$ cat src/rtl/spi_slave.sv
// spi_slave: oversampled SPI responder, all CPOL/CPHA modes, 1-16 bit MSB-first frames,
// one-word TX holding buffer and RX word strobe on the clk side.
module spi_slave #(
  parameter int SYNC_STAGES = 2,
  parameter int MAX_LEN = 16
) (
  input  logic        clk,
  input  logic        rst,
  input  logic        cpol,
  input  logic        cpha,
  input  logic [3:0]  xfer_len,
  input  logic        sck,
  input  logic        ss,
  input  logic        mosi,
  output logic        miso,
  output logic        miso_oe,
  input  logic [15:0] tx_data,
  input  logic        tx_valid,
  output logic        tx_ready,
  output logic [15:0] rx_data,
  output logic        rx_valid,
  output logic        busy,
  output logic        underrun,
  output logic        frame_err
);
  typedef enum logic [1:0] {IDLE, ACTIVE, DONE} state_t;
  state_t state_q, state_d;
  logic [SYNC_STAGES-1:0] sck_sync_q, sck_sync_d, ss_sync_q, ss_sync_d, mosi_sync_q, mosi_sync_d;
  logic sck_prev_q, sck_prev_d, ss_prev_q, ss_prev_d;
  logic cpol_q, cpol_d, cpha_q, cpha_d;
  logic [3:0] len_q, len_d;
  logic [4:0] cnt_q, cnt_d;
  logic [MAX_LEN-1:0] tx_sr_q, tx_sr_d, rx_sr_q, rx_sr_d;
  logic [15:0] hold_q, hold_d, rx_data_q, rx_data_d;
  logic full_q, full_d, rx_valid_q, rx_valid_d, underrun_q, underrun_d, frame_err_q, frame_err_d;
  logic sck_s, ss_s, mosi_s, sck_edge, leading, sample_e, shift_e, ss_fall, ss_rise;
  always_comb begin
    sck_sync_d = {sck_sync_q[SYNC_STAGES-2:0], sck};
    ss_sync_d = {ss_sync_q[SYNC_STAGES-2:0], ss};
    mosi_sync_d = {mosi_sync_q[SYNC_STAGES-2:0], mosi};
    sck_s = sck_sync_q[SYNC_STAGES-1];
    ss_s = ss_sync_q[SYNC_STAGES-1];
    mosi_s = mosi_sync_q[SYNC_STAGES-1];
    sck_prev_d = sck_s;
    ss_prev_d = ss_s;
    sck_edge = sck_s ^ sck_prev_q;
    leading = sck_edge & (sck_s ^ cpol_q);
    sample_e = sck_edge & (leading ^ cpha_q);
    shift_e = sck_edge & ~(leading ^ cpha_q);
    ss_fall = ~ss_s & ss_prev_q;
    ss_rise = ss_s & ~ss_prev_q;
  end
  always_comb begin
    state_d = state_q;
    cpol_d = cpol_q;
    cpha_d = cpha_q;
    len_d = len_q;
    cnt_d = cnt_q;
    tx_sr_d = tx_sr_q;
    rx_sr_d = rx_sr_q;
    hold_d = hold_q;
    full_d = full_q;
    rx_data_d = rx_data_q;
    rx_valid_d = 1'b0;
    underrun_d = 1'b0;
    frame_err_d = 1'b0;
    unique case (state_q)
      IDLE: if (ss_fall) begin
        cpol_d = cpol;
        cpha_d = cpha;
        len_d = xfer_len;
        cnt_d = '0;
        rx_sr_d = '0;
        tx_sr_d = full_q ? MAX_LEN'(hold_q) << (MAX_LEN - 1 - int'(xfer_len)) : '0;
        underrun_d = ~full_q;
        full_d = 1'b0;
        state_d = ACTIVE;
      end
      ACTIVE: if (ss_rise) begin
        frame_err_d = 1'b1;
        state_d = IDLE;
      end else begin
        if (sample_e) begin
          rx_sr_d = {rx_sr_q[MAX_LEN-2:0], mosi_s};
          cnt_d = cnt_q + 5'd1;
          if (cnt_q == {1'b0, len_q}) begin
            rx_data_d = 16'(rx_sr_d);
            rx_valid_d = 1'b1;
            state_d = DONE;
          end
        end
        // a cpha=1 frame's first leading edge only marks the start; the MSB is already out
        if (shift_e && !(cpha_q && cnt_q == 5'd0)) tx_sr_d = tx_sr_q << 1;
      end
      DONE: if (ss_rise) state_d = IDLE;
      default: state_d = IDLE;
    endcase
    if (tx_valid && !full_q) begin
      hold_d = tx_data;
      full_d = 1'b1;
    end
  end
  always_ff @(posedge clk) begin
    if (rst) begin
      state_q <= IDLE;
      sck_sync_q <= '0;
      ss_sync_q <= '1;
      mosi_sync_q <= '0;
      sck_prev_q <= 1'b0;
      ss_prev_q <= 1'b1;
      cpol_q <= 1'b0;
      cpha_q <= 1'b0;
      len_q <= '0;
      cnt_q <= '0;
      tx_sr_q <= '0;
      rx_sr_q <= '0;
      hold_q <= '0;
      full_q <= 1'b0;
      rx_data_q <= '0;
      rx_valid_q <= 1'b0;
      underrun_q <= 1'b0;
      frame_err_q <= 1'b0;
    end else begin
      state_q <= state_d;
      sck_sync_q <= sck_sync_d;
      ss_sync_q <= ss_sync_d;
      mosi_sync_q <= mosi_sync_d;
      sck_prev_q <= sck_prev_d;
      ss_prev_q <= ss_prev_d;
      cpol_q <= cpol_d;
      cpha_q <= cpha_d;
      len_q <= len_d;
      cnt_q <= cnt_d;
      tx_sr_q <= tx_sr_d;
      rx_sr_q <= rx_sr_d;
      hold_q <= hold_d;
      full_q <= full_d;
      rx_data_q <= rx_data_d;
      rx_valid_q <= rx_valid_d;
      underrun_q <= underrun_d;
      frame_err_q <= frame_err_d;
    end
  end
  assign miso = (state_q != IDLE) & tx_sr_q[MAX_LEN-1];
  assign miso_oe = state_q != IDLE;
  assign busy = state_q != IDLE;
  assign tx_ready = ~full_q;
  assign rx_data = rx_data_q;
  assign rx_valid = rx_valid_q;
  assign underrun = underrun_q;
  assign frame_err = frame_err_q;
endmodule

$ cat config.mk
export PLATFORM = sky130hd
export DESIGN_NAME = spi_slave
export DESIGN_NICKNAME = d
export VERILOG_FILES = /design/src/rtl/spi_slave.sv
export SDC_FILE = /design/constraint.sdc
export NUM_CORES = 1
export LEC_CHECK = 0
export CAP_MARGIN = 25
export CORE_MARGIN = 10
export CORE_UTILIZATION = 50
export DETAILED_ROUTE_END_ITERATION = 10
export PLACE_DENSITY = 0.73
export RECOVER_POWER = 100
export SYNTH_ARGS = -nofsm -noshare
export SYNTH_HDL_FRONTEND = slang
export SYNTH_SLANG_ARGS = --single-unit
export TNS_END_PERCENT = 30
$ cat constraint.sdc
create_clock -name clk -period 4.9 [get_ports clk]
set_input_delay 0.98 -clock clk [delete_from_list [all_inputs] [get_ports clk]]
set_output_delay 0.98 -clock clk [all_outputs]
set_load 0.02 [all_outputs]
==> results.yml <==
status:
  status: "finished, violations left"
  violations: "max-capacitance violations, max-slew violations"
min_path:
  holdCritPathClass: "register to register"
  hold_depth: 1
synth:
  netlist_instances: 450
  synthArstFlopShare: 0
  synth_top_family_by_area: "simple AND/OR/NAND/NOR gates"
  synthXorXnorAreaFrac: 0.0107
  synth_compound_area_frac: 0.157
  synth_mux_area_frac: 0.133
  synth_seq_cells: 88
  synth_area_per_cell_um2: 9.13
  synth_nets: 480
  synth_edf_count: 0
  synth.yosys.warnings: 0
  synth-adder-area-share: 0.00609
  yosys_most_used_dff: "dfxtp_1"
  ys_seq_area_frac: 0.429
  synth_cell_types: 51
  yosys.area_share.simple: 0.223
  syn_area_um2: 4110
floorplan:
  core_area_um2: 8090
  std_cell_rows: 33
  num_io_pins: 51
  die_x_um: 111
  initial_core_util: 0.508
  die-area_um2: 12200
  dieHeight_um: 111
global_route:
  grt_first_pass_wirelength_mm: 15.4
  grt-ovfl-total: 0
  antenna_found_initial: 0
  grt_max_degree: 66
  first_global_vias: 3176
  grt_usage: 0.147
clocking:
  ctsRootBufferMaster: "clkbuf_8"
  ctsHoldBuffers: 0
  numCtsBuffers: 9
  insertion_delay_ns: 0.36
  cts.repair.resized: 0
  cts_max_path_buffers: 2
  post_cts_buffers: 0
  clk_pin_slew_ns: 0.09
  htree_levels: 3
  cts.sink_count: 88
  cts_tree: "built"
detailed_routing:
  dr.pass1.iters: 6
  vias: 3329
  drt_iter0_drc: 216
  avgRoutedWirePerCell_um: 15.5
  ant_nets: 0
  routed_wl_mm: 9.24
  drc: 0
  via_per_inst: 5.60
critical_path:
  cp.arrival_ns: 3.82
  crit_type: "primary input to register"
  crit_fanout: 65
  reg2reg_depth: 5
  critPathLaunchType: "primary input"
  endpoint_kind: "register"
  cp.required_ns: 5.11
power:
  p_clk_frac: 0.366
  powerDensity_nw_per_um2: 301
  ir_drop_mv: 0.127
  p_switching_mw: 0.385
  switching_share: 0.267
  p_int_mw: 1.06
  seqPwrFrac: 0.523
  p_comb_frac: 0.111
  power_leakage_nw: 1.82
cells_and_area:
  insertedDiodeCount: 0
  layout.nets: 514
  nFillCells: 747
  fin_area_um2: 4790
  syn_to_final_growth_pct: 16.5
  drive_gt1_frac: 0.0920
  multi_input_area_um2: 2140
  seq_area_um2: 1760
placement:
  io_buffers: 50
  gp_congestion: 0.847
  dp_hpwl_mm: 6.62
  placedInstanceArea_um2: 4610
timing:
  min_period_ns: 3.62
  finalSetupViolCount: 0
  period_share: 0.739
  rsz0062_at_grt: "no"
  tightest_slew_ns: 2.35
  skew_ns: 0.00892
  slew_headroom: -0.564
  hold_violations: 0
  fmax_ghz: 0.276
  whs_ns: 0.419
  drv_slew: 66
  fin_tns_setup_ns: 0
run:
  drv_cap: 1
-- cell usage after synthesis, types with 3 or more instances --
master    number  area [um^2]
mux2_2        15          169
mux4_2         7          158
a21oi_1       33          165
or3_1          6         37.5
nand3_1        6         30.0
nand2b_1      39          244
xnor2_1        3         26.3
a311oi_1       3         26.3
or2_2          4         25.0
inv_1          4         15.0
o22ai_1       21          131
mux2i_1       22          220
nor3_1        17         85.1
o21ai_0        9         45.0
nor2_1        26         97.6
a211oi_1       9         67.6
buf_4          3         22.5
buf_2          7         35.0
nor2b_1       12         75.1
clkbuf_1      18         67.6
nand2_1       58          218
dfxtp_1       88         1760
-- power groups by stage --
stage / logic (mW) / clock network (mW) / registers (mW)
after CTS: 0.165 / 0.536 / 0.753
after detailed placement: 0.164 / 0 / 0.770
after floorplan: 0.118 / 0 / 0.764
after global routing: 0.176 / 0.572 / 0.756
after global placement: 0.160 / 0 / 0.769
final: 0.160 / 0.527 / 0.753
-- metal layers --
layer	up-vias	GRT usage	part of all wire
li1	1663	-	-
met1	1573	0.172	0.42
met2	82	0.259	0.51
met3	11	0.0373	0.055
met4	0	0.0425	0.014
met5	-	0	0
-- flip-flops by register name (all words and copies together) (netlist names) --
register and count:
rx_valid 1, ss_sync_q 2, rx_data 16, ss_prev_q 1
sck_sync_q 2, cpol_q 1, tx_sr_q 16, frame_err 1
sck_prev_q 1, underrun 1, cnt_q 5, rx_sr_q 15
state_q 2, mosi_sync_q 2, len_q 4, cpha_q 1
hold_q 16, full_q 1
-- critical path, stage by stage --
cell	delay (ns)
clkbuf_1	1.64
clkbuf_1	0.88
or3_1	0.23
o31ai_1	0.07
-- metrics by stage --
| stage | cells | util | worst slack, ns | power [mW] |
|---|---|---|---|---|
| 6_report | 594 | 0.591 | 1.28 | 1.44 |
| 4_1_cts | 593 | 0.596 | 1.77 | 1.45 |
| 2_1_floorplan | 450 | - | 2.40 | 0.882 |
| 3_3_place_gp | 576 | 0.568 | 1.45 | 0.929 |
| 3_5_place_dp | 577 | 0.570 | 1.39 | 0.934 |
| 5_1_grt | 594 | 0.591 | 1.01 | 1.50 |
-- cell families (layout without fill, tap and decap cells) --
| kind of cell | after synthesis | in the layout |
|---|---|---|
| adders and majority gates | 2 | 2 |
| DFF | 88 | 88 |
| xor gates and xnor gates | 5 | 5 |
| buffers and inverters | 35 | 74 |
| AOI/OAI and AO/OA | 94 | 94 |
| muxes | 44 | 44 |
| and+or+nand+nor | 182 | 182 |
-- area by class of cell --
class                   instances  area share
flip-flops and latches         88       0.368
well taps                     105      0.0275
repair buffers                 54       0.110
clock buffers                   9      0.0259
inverters                       4     0.00314
clock inverters                 7      0.0175
multi-input cells             327       0.448
-- final timing paths --
kind                                 from  slack (ns)                 endpoint
setup / recovery                      rst        1.28    cnt_q[0]$_SDFFE_PP0P_
hold / removal    ss_sync_q[0]$_SDFF_PP1_        0.42  ss_sync_q[1]$_SDFF_PP1_
setup reg to reg  state_q[1]$_SDFFE_PP0P_        2.58  tx_sr_q[9]$_SDFFE_PP0P_
hold reg to reg   ss_sync_q[0]$_SDFF_PP1_        0.42  ss_sync_q[1]$_SDFF_PP1_
-- placed cells by master, fill, tap and decap left out, types with 9 or more instances in the layout --
master and instances:
a211oi_1 9, nand2_1 58, clkdlybuf4s50_1 24, o22ai_1 21, dfxtp_1 88, a21oi_1 33, mux2i_1 22, nand2b_1 39
clkbuf_8 9, nor2b_1 12, dlygate4sd3_1 25, mux2_2 10, nor2_1 26, o21ai_0 9, nor3_1 17
Power figures use the tool's default switching activity.
